$ cat config.mk
export PLATFORM = sky130hd
export DESIGN_NAME = prog_uart_loader
export DESIGN_NICKNAME = d
export VERILOG_FILES = /design/src/rtl/prog_uart_loader.sv
export SDC_FILE = /design/constraint.sdc
export NUM_CORES = 1
export LEC_CHECK = 0
export CORE_AREA = 2 2 105 107
export CTS_CLUSTER_DIAMETER = 40
export DETAILED_ROUTE_END_ITERATION = 6
export DIE_AREA = 0 0 107 109
export PLACE_DENSITY = 0.83
export SLEW_MARGIN = 0
export SYNTH_ARGS = -nofsm -noshare
export SYNTH_HDL_FRONTEND = slang
export SYNTH_SLANG_ARGS = --single-unit
$ cat constraint.sdc
create_clock -name clk_i -period 5.3 [get_ports clk_i]
set_input_delay 0.795 -clock clk_i [delete_from_list [all_inputs] [get_ports clk_i]]
set_output_delay 0.795 -clock clk_i [all_outputs]
set_load 0.02 [all_outputs]
$ cat src/rtl/prog_uart_loader.sv
// Loads a little-endian word stream from an 8N1 UART into instruction memory.
// The core is held in reset while a load is in progress.
module prog_uart_loader #(
    parameter int          MEM_AW   = 12,
    parameter logic [31:0] END_WORD = 32'h0000_0FFF
) (
    input  logic              clk_i,
    input  logic              rst_ni,
    input  logic              prog_i,
    input  logic              uart_rx_i,
    input  logic [15:0]       clks_per_bit_i,
    output logic              mem_we_o,
    output logic [MEM_AW-1:0] mem_addr_o,
    output logic [31:0]       mem_wdata_o,
    output logic              core_rst_no,
    output logic              busy_o,
    output logic              done_o,
    output logic              frame_err_o
);
    typedef enum logic [1:0] {IDLE, LOAD, DONE} state_e;
    typedef enum logic [1:0] {RX_IDLE, RX_START, RX_DATA, RX_STOP} rx_e;

    state_e            state_q, state_d;
    rx_e               rx_q, rx_d;
    logic [2:0]        prog_s_q, rx_s_q;
    logic [15:0]       cnt_q, cnt_d;
    logic [2:0]        bit_q, bit_d;
    logic [7:0]        shreg_q, shreg_d;
    logic [31:0]       word_q, word_d;
    logic [1:0]        bcnt_q, bcnt_d;
    logic [MEM_AW-1:0] addr_q, addr_d, maddr_q, maddr_d;
    logic [31:0]       wdata_q, wdata_d;
    logic              we_q, we_d, done_q, done_d, ferr_q, ferr_d;

    logic        rx_s, prog_rise, rx_fall;
    logic [15:0] eff_cpb, half_cpb;
    logic [31:0] full_word;

    // Stage [1] is the synchronized signal; stage [2] is its one-cycle delay for edge detection.
    assign rx_s      = rx_s_q[1];
    assign prog_rise = prog_s_q[1] & ~prog_s_q[2];
    assign rx_fall   = ~rx_s_q[1] & rx_s_q[2];
    assign eff_cpb   = (clks_per_bit_i < 16'd2) ? 16'd2 : clks_per_bit_i;
    assign half_cpb  = eff_cpb >> 1;
    assign full_word = {shreg_q, word_q[31:8]};

    always_comb begin
        state_d = state_q;
        rx_d    = rx_q;
        cnt_d   = cnt_q;
        bit_d   = bit_q;
        shreg_d = shreg_q;
        word_d  = word_q;
        bcnt_d  = bcnt_q;
        addr_d  = addr_q;
        maddr_d = maddr_q;
        wdata_d = wdata_q;
        we_d    = 1'b0;
        done_d  = done_q;
        ferr_d  = ferr_q;

        if (state_q != LOAD) begin
            rx_d  = RX_IDLE;
            cnt_d = '0;
            if (prog_rise) begin
                state_d = LOAD;
                addr_d  = '0;
                bcnt_d  = '0;
                done_d  = 1'b0;
                ferr_d  = 1'b0;
            end
        end else begin
            unique case (rx_q)
                RX_IDLE: if (rx_fall) begin
                    rx_d  = RX_START;
                    cnt_d = '0;
                end
                RX_START: if (cnt_q == half_cpb - 16'd1) begin
                    cnt_d = '0;
                    bit_d = '0;
                    rx_d  = rx_s ? RX_IDLE : RX_DATA;
                end else begin
                    cnt_d = cnt_q + 16'd1;
                end
                RX_DATA: if (cnt_q == eff_cpb - 16'd1) begin
                    cnt_d   = '0;
                    shreg_d = {rx_s, shreg_q[7:1]};
                    bit_d   = bit_q + 3'd1;
                    if (bit_q == 3'd7) rx_d = RX_STOP;
                end else begin
                    cnt_d = cnt_q + 16'd1;
                end
                RX_STOP: if (cnt_q == eff_cpb - 16'd1) begin
                    cnt_d = '0;
                    rx_d  = RX_IDLE;
                    if (!rx_s) begin
                        ferr_d = 1'b1;
                    end else begin
                        word_d = full_word;
                        bcnt_d = bcnt_q + 2'd1;
                        if (bcnt_q == 2'd3) begin
                            if (full_word == END_WORD) begin
                                state_d = DONE;
                                done_d  = 1'b1;
                            end else begin
                                we_d    = 1'b1;
                                wdata_d = full_word;
                                maddr_d = addr_q;
                                addr_d  = addr_q + 1'b1;
                            end
                        end
                    end
                end else begin
                    cnt_d = cnt_q + 16'd1;
                end
                default: rx_d = RX_IDLE;
            endcase
        end
    end

    always_ff @(posedge clk_i or negedge rst_ni) begin
        if (!rst_ni) begin
            state_q  <= IDLE;
            rx_q     <= RX_IDLE;
            prog_s_q <= 3'b000;
            rx_s_q   <= 3'b111;
            cnt_q    <= '0;
            bit_q    <= '0;
            shreg_q  <= '0;
            word_q   <= '0;
            bcnt_q   <= '0;
            addr_q   <= '0;
            maddr_q  <= '0;
            wdata_q  <= '0;
            we_q     <= 1'b0;
            done_q   <= 1'b0;
            ferr_q   <= 1'b0;
        end else begin
            state_q  <= state_d;
            rx_q     <= rx_d;
            prog_s_q <= {prog_s_q[1:0], prog_i};
            rx_s_q   <= {rx_s_q[1:0], uart_rx_i};
            cnt_q    <= cnt_d;
            bit_q    <= bit_d;
            shreg_q  <= shreg_d;
            word_q   <= word_d;
            bcnt_q   <= bcnt_d;
            addr_q   <= addr_d;
            maddr_q  <= maddr_d;
            wdata_q  <= wdata_d;
            we_q     <= we_d;
            done_q   <= done_d;
            ferr_q   <= ferr_d;
        end
    end

    assign mem_we_o    = we_q;
    assign mem_addr_o  = maddr_q;
    assign mem_wdata_o = wdata_q;
    assign busy_o      = (state_q == LOAD);
    assign core_rst_no = (state_q != LOAD);
    assign done_o      = done_q;
    assign frame_err_o = ferr_q;
endmodule
Word-level counts from Yosys, hierarchy flattened
Index checks and enable logic that the tools add are counted. Widths: inputs -> output; s select.

$add $sub $neg: 6. Order comparisons: 1. Equality and inequality tests: 20. Multiplexer cells: 53. Bitwise gates (word level): 6. Reduce and logical (&&, ||, !) cells: 17.

Operators by type and width (number): $mux 12 (7); $mux 16 (5); $pmux 16 s3 (1); $mux 2 (19); $eq 16x16->1 (2); $eq 32x12->1 const B (1); $reduce_and 6->1 (3); $mux 1 (17); $add 16x1->16 const B (1); $lt 16x2->1 const B (1); $reduce_and 4->1 (4); $sub 15x1->16 const B (1); $sub 16x1->16 const B (1); $ne 3x3->1 const B (5); $add 12x1->12 const B (1); $reduce_bool 2->1 (6); $ne 2x2->1 const B (4); $pmux 2 s4 (1); $eq 2x2->1 const B (3); $mux 3 (2); $pmux 3 s2 (1); $reduce_and 5->1 (1); $eq 2x1->1 const B (2); $ne 2x1->1 const B (2); other kinds (8) (12).

Register bits: 130. Bits of input ports: 20. Word-level logic and storage cells: 118.

Longest topological paths before layout
Depth in word-level cells: 7. Gate-level depth with buffers: 18. Mapped depth without buffers: 14.

Worst setup path before layout
No wires, ideal clock.

Path type: input to register. From: input clks_per_bit_i[3]. To: register cnt_q[14]. Arrival time: 4.211 ns. Required time: 5.179 ns. Slack: 0.967 ns. Stages on the path: 17. Buffers on the path: 3. Cells stage by stage: buf_2 or4_4 nor4_4 a21boi_2 inv_2 ha_1 buf_1 xnor2_1 xnor2_1 nor4_1 o211ai_1 nand2b_1 or4b_4 o211ai_4 buf_6 a21oi_1 o22a_1.

Longest elaborated chain between the ends: 7. Elaborated cells on any way between the ends: 10. Classes of those cells: add/sub: 2; order compare: 1; eq/ne: 2; mux: 5.

RTL lines: start: declaration (RTL line 11) `input logic [15:0] clks_per_bit_i,`; $lt 16x2->1 (RTL line 43) `assign eff_cpb = (clks_per_bit_i < 16'd2) ? 16'd2 : clks_per_bit_i;`; $mux 16 * (RTL line 43); $sub 16x1->16 or $sub 15x1->16 (tied branches) (RTL line 85, 93, 78); $eq 16x16->1, on equally long branches (RTL line 85, 93, 78); $mux 16, on equally long branches (RTL line 85, 93, 78); $pmux 16 s3 * (RTL line 73) `unique case (rx_q)`; $mux 16 * (RTL line 62) `if (state_q != LOAD) begin`; end signal: assignment (RTL line 143) `cnt_q <= cnt_d;`; end: declaration (RTL line 26) `logic [15:0] cnt_q, cnt_d;`.

Every way passes the cells marked *; elsewhere a longest branch is shown, timed or not. A chain may end at the register's enable or synchronous reset.

Worst setup path in the final report
From: input clks_per_bit_i[4]. To: register cnt_q[2].

Same word-level chain as after synthesis.

==> results.toml <==
[grt]
track_usage_pct = 27.0
gr-total-overflow = 0
antenna_found_initial = 0
grt_max_degree = 81
grt_first_pass_wirelength_mm = 24.0
grt_pass1_vias = 4706

[flow_run]
drv_cap = 0

[pwr]
powerDensity_nw_per_um2 = 286
vdd_drop_max_mv = 0.220
leakagePower_nw = 3.49

[clocking]
cts_tree = "yes"
worstSkewPairLatency_ps = 530
clk_transition_reported_paths_ps = 60
cts_buffers = 17
clkSinkCount = 121
cts_resized = 0
cts_setup_buffers = 0
cts_buffer_depth = 2
h-tree-depth = 4
clockRootBuffer = "clkbuf_8"
hold_buffers = 0

[sta]
slew_violations = 0
hold_viol = 0
tightest_slew_ps = 1020
clock.fmax_mhz = 221
rsz0062_at_grt = "false"
period_share_pct = 85.4
tns_ps = 0
setup_viol = 0
setup_slack_ps = 776
clock_skew_ps = 12.2
fin_crit_ps = 4520
relSlewSlack_pct = 31.5

[floorplanning]
io-pin-count = 69
fp.dieH_um = 109
rows = 38
fp.coreArea_sq_um = 10600
die_area_sq_um = 11700
fp.dieW_um = 107
start_util_pct = 58.4

[final_layout]
layout-drive-gt1-share_pct = 23.7
antenna_cells = 0
area_delta_synth_final_pct = 25.4
final_nets = 665

[routing]
drt_iter0_drc = 345
ant_nets = 0
wl_mm = 14.7
via_per_inst = 6.01
avgRoutedWirePerCell_um = 18.6
num_vias = 4753
dr.pass1.iters = 4
drc = 0

[setup_path]
cp.arrival_ps = 4910
path_max_fanout = 7
worst-setup-path-type = "input port to flop"
cp.required_ps = 5680
worst_setup_path_end_kind = "flop"
worst_setup_path_start_kind = "input port"

[worst_hold_path]
hp-class = "flop to flop"

[logic_synthesis]
synth_area_sq_um = 6190
ys.flop_type = "dfrtp_1"
synthDistinctLibCells = 62
ys_warn_count = 0
syn_inst = 556
yosysSeqAreaShare_pct = 48.9
synthArstFlopShare_pct = 100
postSynthAreaPerCell_sq_um = 11.1
synth_seq_cells = 121
synth_nets = 583
synth_edf_count = 0

[placed_design]
place_congestion = 0.992
post-place-ws_ps = 276
port_buffers = 68
dpl.hpwl_mm = 9.99

[status]
outcome = "completed"
-- critical path: stages --
cell and delay (ps):
clkdlybuf4s50_1 420, or4_4 580, nor4_4 170, buf_4 180, a21boi_2 110, inv_2 140
ha_1 210, xnor2_1 140, xnor2_1 90, nor4_1 340, o211ai_1 210, nand2b_1 190
or4b_4 500, o211ai_4 250, and2_0 390, o21ai_0 170
-- flip-flops by register name, indices dropped and copies added, names as in the netlist --
name	flops
rx_q	2
word_q	24
mem_addr_o	12
mem_wdata_o	32
state_q	2
prog_s_q	3
rx_s_q	3
mem_we_o	1
addr_q	12
bit_q	3
frame_err_o	1
cnt_q	16
shreg_q	8
bcnt_q	2
-- where the power goes --
part           internal (mW)  switching, mW  total, mW
clock network          0.698          0.430       1.13
registers              0.935         0.0193      0.954
logic                 0.0623         0.0785      0.141
-- Yosys cell counts, types with 6 or more instances --
cell type | number | share of area (%)
o22a_1 | 6 | 0.85
nor2_1 | 20 | 1.2
xnor2_1 | 24 | 3.4
clkbuf_1 | 19 | 1.2
and3_1 | 12 | 1.2
a22o_1 | 6 | 0.85
xor2_1 | 19 | 2.7
mux2_2 | 77 | 14
a21oi_1 | 16 | 1.3
nand2b_1 | 8 | 0.81
dfrtp_1 | 118 | 48
o211ai_1 | 11 | 1.3
ha_1 | 7 | 1.4
inv_1 | 7 | 0.42
buf_2 | 8 | 0.65
nand4_1 | 11 | 1.1
a21boi_0 | 7 | 0.85
and2_1 | 6 | 0.61
o21ai_0 | 13 | 1.1
nor4_1 | 12 | 1.2
nor3_1 | 6 | 0.48
or4_1 | 9 | 1.1
nand3_1 | 21 | 1.7
nand2_1 | 44 | 2.7
-- layout make-up --
class,count,area (sq um)
inverter,9,33.8
sequential,121,3030
tap,140,175
fill,697,2840
multi-input combinational,392,2980
clock buffer,19,442
timing repair buffer,97,958
clock inverter,13,145
-- layout by cell type (no fill, tap or decap), types with 4 or more instances in the layout --
cell type,count
nand2b_1,8
buf_4,25
nor4_2,4
nor4_1,11
ha_1,7
and2_1,6
o22a_1,6
o211ai_1,11
buf_12,5
o31ai_1,4
nand4_1,11
o21ai_0,13
clkinv_4,4
a31oi_1,4
dfrtp_1,118
or4_1,9
xnor2_1,24
nand2_1,44
nand3_1,21
nor3_1,6
clkdlybuf4s50_1,67
nor3b_1,4
nor2_1,20
a22o_1,6
a21oi_1,16
mux2_2,77
and3_1,12
inv_1,7
a21boi_0,7
xor2_1,19
clkbuf_16,16
-- path summary, 6_finish.rpt --
kind                                   startpoint        endpoint  slack, ps  depth (start not counted)
min in group asynchronous                  rst_ni  mem_addr_o[11]        430                          1
worst max register to register           cnt_q[2]        cnt_q[2]       2300                          9
worst max-delay path            clks_per_bit_i[4]        cnt_q[2]        780                         16
worst min register to register        prog_s_q[0]     prog_s_q[1]        350                          0
max in group asynchronous                  rst_ni      shreg_q[1]       3750                          2
worst min-delay path                  prog_s_q[0]     prog_s_q[1]        350                          0
-- per-layer routing --
metal | share of wire [%] | vias up | GRT usage [%]
met5 | 0 | - | 0
met4 | 2.8 | 0 | 12.2
met3 | 4.1 | 40 | 6.04
met2 | 50 | 135 | 44.4
met1 | 43 | 2370 | 34.3
li1 | - | 2208 | -
-- cell families (layout without fill, tap and decap cells) --
family | Yosys count | count (layout) | synth area share [%]
simple gates | 174 | 174 | 15.9
compound gates | 89 | 89 | 10.3
flops | 121 | 121 | 48.9
xor+xnor | 43 | 43 | 6.08
mux | 79 | 79 | 14.3
fa+ha+maj | 7 | 7 | 1.41
buf+inv | 43 | 138 | 3.05
-- per-stage QoR --
step | instance area, sq um | power, mW | utilization (%) | instances | hold slack, ps
after floorplan | 6190 | 1.05 | - | 556 | 331
after global placement | 7180 | 1.11 | 67.7 | 759 | 339
after detailed placement | 7180 | 1.11 | 67.7 | 759 | 339
after CTS | 7760 | 2.23 | 73.2 | 791 | 352
after global routing | 7760 | 2.30 | 73.2 | 791 | 352
final | 7760 | 2.22 | 73.2 | 791 | 350
No activity file was read; power rests on OpenSTA's default activity.
